### src/rtl/pipeline_stall_ctrl.sv
// Pipeline sequencing: PC/IF/ID/ID-EX enables, flush and bubble control,
// plus the ID/EX hazard-vector register and a saturating stall counter.
module pipeline_stall_ctrl #(
    parameter int MD_LAT = 4,
    parameter int CNT_W  = 16
) (
    input  logic             clk,
    input  logic             rst_n,
    input  logic [10:0]      haz_in,
    input  logic             stall_in,
    input  logic             branch_taken,
    input  logic             md_start,
    input  logic             halt,
    output logic             pc_en,
    output logic             ifid_en,
    output logic             ifid_flush,
    output logic             idex_en,
    output logic             idex_bubble,
    output logic [10:0]      fwd_ex,
    output logic             halted,
    output logic [CNT_W-1:0] stall_cnt
);

    localparam logic [1:0] RUN    = 2'd0;
    localparam logic [1:0] LDUSE  = 2'd1;
    localparam logic [1:0] MDBUSY = 2'd2;
    localparam logic [1:0] HALTED = 2'd3;

    localparam logic [3:0] MD_INIT = 4'(MD_LAT - 1);

    logic [1:0] state_q;
    logic [1:0] state_d;
    logic [3:0] md_cnt_q;
    logic [3:0] md_cnt_d;

    always_comb begin
        pc_en       = 1'b1;
        ifid_en     = 1'b1;
        ifid_flush  = 1'b0;
        idex_en     = 1'b1;
        idex_bubble = 1'b0;
        state_d     = state_q;
        md_cnt_d    = md_cnt_q;
        unique case (state_q)
            RUN: begin
                if (branch_taken) begin
                    ifid_flush  = 1'b1;
                    idex_bubble = 1'b1;
                end else if (md_start) begin
                    state_d  = MDBUSY;
                    md_cnt_d = MD_INIT;
                end else if (stall_in) begin
                    pc_en       = 1'b0;
                    ifid_en     = 1'b0;
                    idex_bubble = 1'b1;
                    state_d     = LDUSE;
                end else if (halt) begin
                    pc_en       = 1'b0;
                    ifid_en     = 1'b0;
                    idex_bubble = 1'b1;
                    state_d     = HALTED;
                end
            end
            LDUSE: begin
                // stall_in is masked here so each load-use costs one bubble
                state_d = RUN;
                if (branch_taken) begin
                    ifid_flush  = 1'b1;
                    idex_bubble = 1'b1;
                end
            end
            MDBUSY: begin
                pc_en    = 1'b0;
                ifid_en  = 1'b0;
                idex_en  = 1'b0;
                md_cnt_d = md_cnt_q - 4'd1;
                if (md_cnt_q <= 4'd1) begin
                    state_d = RUN;
                end
            end
            HALTED: begin
                pc_en   = 1'b0;
                ifid_en = 1'b0;
                idex_en = 1'b0;
            end
        endcase
    end

    assign halted = (state_q == HALTED);

    always_ff @(posedge clk or negedge rst_n) begin
        if (!rst_n) begin
            state_q  <= RUN;
            md_cnt_q <= 4'd0;
        end else begin
            state_q  <= state_d;
            md_cnt_q <= md_cnt_d;
        end
    end

    always_ff @(posedge clk or negedge rst_n) begin
        if (!rst_n) begin
            fwd_ex <= 11'd0;
        end else if (idex_en) begin
            fwd_ex <= idex_bubble ? 11'd0 : haz_in;
        end
    end

    always_ff @(posedge clk or negedge rst_n) begin
        if (!rst_n) begin
            stall_cnt <= '0;
        end else if (!pc_en && !halted && !(&stall_cnt)) begin
            stall_cnt <= stall_cnt + 1'b1;
        end
    end

endmodule

### config.mk
export PLATFORM = sky130hd
export DESIGN_NAME = pipeline_stall_ctrl
export DESIGN_NICKNAME = d
export VERILOG_FILES = /design/src/rtl/pipeline_stall_ctrl.sv
export SDC_FILE = /design/constraint.sdc
export NUM_CORES = 1
export LEC_CHECK = 0
export CAP_MARGIN = 5
export CORE_MARGIN = 2
export CORE_UTILIZATION = 40
export DETAILED_ROUTE_END_ITERATION = 6
export DONT_BUFFER_PORTS = 1
export GPL_ROUTABILITY_DRIVEN = 0
export PLACE_DENSITY = 0.57
export SETUP_SLACK_MARGIN = 0.2
export SLEW_MARGIN = 20
export SYNTH_ARGS = -nofsm -noshare
export SYNTH_HDL_FRONTEND = slang
export SYNTH_SLANG_ARGS = --single-unit
### constraint.sdc
create_clock -name clk -period 3.4 [get_ports clk]
set_input_delay 0.51 -clock clk [delete_from_list [all_inputs] [get_ports clk]]
set_output_delay 0.51 -clock clk [all_outputs]
set_load 0.05 [all_outputs]
==> summary.txt <==
Setup path
  • Crit. End Element: primary output
  • Startpoint types: register
  • Delay-heaviest family, CP: buffers and inverters
  • Critical Path AT: 2.23 ns
  • Cells along the critical path: ha_1, or2_2, inv_1
  • Slowest-stage cell, CP: inv_1
  • Slowest stage delay, CP: 0.56 ns
  • Critical Path Fanout Max: 13
  • WP buf/inv: 1
  • WS Path Type: register to primary output
  • Worst EP required: 2.89 ns

Die
  • Starting density of the core: 0.410
  • Die W: 70.6 µm
  • Die Y: 70.6 µm
  • Core area: 4320 µm²
  • Die area: 4980 µm²
  • Boundary Pins: 50
  • Num rows: 24

Yosys
  • Gate Count Post-Synth: 173
  • Post-synth top cells: dfrtp_1, nand2_1, o21ai_0, xor2_1
  • Post-synth top area share: 0.465
  • Cell taking the most area after synthesis: dfrtp_1
  • Synth unique cells: 41
  • Yosys reg bits: 33
  • YS warnings: 0
  • Post-synthesis sequential area ratio: 0.465
  • Post-synthesis cell area: 1770 µm²
  • Synth Flop Type: dfrtp_1
  • Most frequent cell after synthesis: dfrtp_1
  • Post-synth EDFFs: 0
  • Synth async-reset ratio: 1.00
  • Synthesized area per cell: 10.3 µm²
  • Top cells by area, synth: dfrtp_1, xor2_1, nand2_1
  • Synth Net Count: 197

Layout
  • Footprint of the multi-input gates: 877 µm²
  • Inserted Diodes: 0
  • Total area of sequential cells: 826 µm²
  • Share of layout cells above drive strength 1: 0.153
  • Layout overhead on the synthesized area: 7.76%
  • Nets: 200
  • Fillers: 430

Routing
  • Drt drc: 0
  • Met2 wire len: 1960 µm
  • Highest Signal Layer: met4
  • Avg WL per Cell: 16.7 µm
  • Via-per-instance ratio: 5.64
  • Metal-1 WL: 1520 µm
  • DRT Pass-1 Iters: 4
  • Via count: 1292
  • Antenna Violating Nets Remaining: 0
  • Routed WL: 3830 µm
  • DRT iter0 DRCs: 56
  • DR WL met3: 267 µm

Flow run
  • Max capacitance violation total: 0

GRT
  • Largest net degree at the start of global routing: 34
  • Initial antenna violation count: 0
  • Vias in the first global route: 1310
  • Global Route Usage Sum: 0.160
  • First-pass GRT wire length: 6230 µm
  • Total congestion overflow: 0

STA
  • Hold Fails Final Rpt: 0
  • Fin crit period: 2.74 ns
  • Setup TNS: 0 ns
  • Worst Skew: 0.00568 ns
  • Worst-Margin Slew: 0.985 ns
  • Fmax: 366 MHz
  • RSZ-0062 raised after global routing: false
  • Final Max Slew Viols: 0
  • Slew Limit Headroom: 0.343
  • Crit share post-route: 0.804
  • Setup violations, final: 0

Clock network
  • CTS clock-pin slew for the worst setup and hold paths: 0.07 ns
  • Clk sinks: 33
  • CTS tree: built
  • Hold bufs inserted after CTS: 1
  • Clock Tree Buf Depth: 2
  • TritonCTS buffer count: 5
  • Worst-Skew Late Latency: 0.28 ns
  • Setup Buffers After CTS: 0
  • CTS resizes: 0
  • H-tree Lvls: 2
  • Clk root buf: clkbuf_8

Hold path
  • Worst hold path class: primary input to async pin

Run status
  • Status: finished clean

Place
  • HPWL after detailed placement: 2770 µm
  • Port bufs: 0
==> layout by cell type (no fill, tap or decap), drive strengths merged, types with 2 or more instances in the layout <==
master	Yosys	layout
and3	2	2
nor2	5	5
nor2b	2	2
nand2	29	29
buf	4	3
o21ai	15	15
xor2	15	15
nor4b	3	3
clkbuf	3	6
nand3	5	5
o31ai	2	2
ha	7	7
nor3	5	5
nor4	7	7
inv	7	7
dfrtp	33	33
nand4	4	4
and4	3	3
nor3b	3	3
clkinv	0	2
a21oi	4	4
mux2	3	3
==> registers in the layout (all words and copies together), names as in the netlist <==
register	count
md_cnt_q	4
fwd_ex	11
stall_cnt	16
state_q	2
==> kinds of logic after synthesis <==
logic type      Yosys count  synth area share
simple gates             73             0.248
flops                    33             0.465
compound gates           28             0.100
xor+xnor                 15            0.0741
buf+inv                  14            0.0444
fa+ha+maj                 7            0.0494
mux                       3            0.0190
==> final cells by class <==
type / count / share of cell area
inverter: 7 / 0.0137
multi-input combinational: 126 / 0.459
sequential: 33 / 0.432
clock buffer: 6 / 0.0380
tap: 52 / 0.0340
clock inverter: 2 / 0.00524
timing repair buffer: 3 / 0.0183
==> path summary, 6_finish.rpt <==
| check | cells after the start | end | start | slack (ns) |
|---|---|---|---|---|
| max | 3 | idex_en | state_q[0] | 0.66 |
| min | 1 | fwd_ex[0] | rst_n | 0.05 |
| max reg2reg | 6 | stall_cnt[1] | stall_cnt[0] | 0.93 |
| min reg2reg | 2 | md_cnt_q[3] | md_cnt_q[3] | 0.57 |
| max in group asynchronous | 1 | fwd_ex[1] | rst_n | 3.17 |
| min in group clk | 2 | fwd_ex[9] | haz_in[9] | 0.36 |
==> per-layer routing <==
metal  track usage  vias to the layer above
li1              -                      610
met1         0.194                      626
met2         0.255                       46
met3        0.0613                       10
met4        0.0713                        0
met5             0                        -
==> per-stage QoR <==
| stage | area [µm²] | hold slack [ns] | worst slack (ns) | cells | util |
|---|---|---|---|---|---|
| after floorplan | 1770 | 0.214 | 0.385 | 173 | - |
| after global placement | 1810 | 0.216 | 1.03 | 220 | 0.418 |
| after detailed placement | 1810 | 0.216 | 0.950 | 220 | 0.418 |
| after CTS | 1910 | 0.0487 | 0.656 | 229 | 0.442 |
| after global routing | 1910 | 0.0525 | 0.563 | 229 | 0.442 |
| final | 1910 | 0.0510 | 0.665 | 229 | 0.442 |
Power is not shown: default switching activity piles up to over one toggle a cycle in this logic, so the estimate is an artifact.
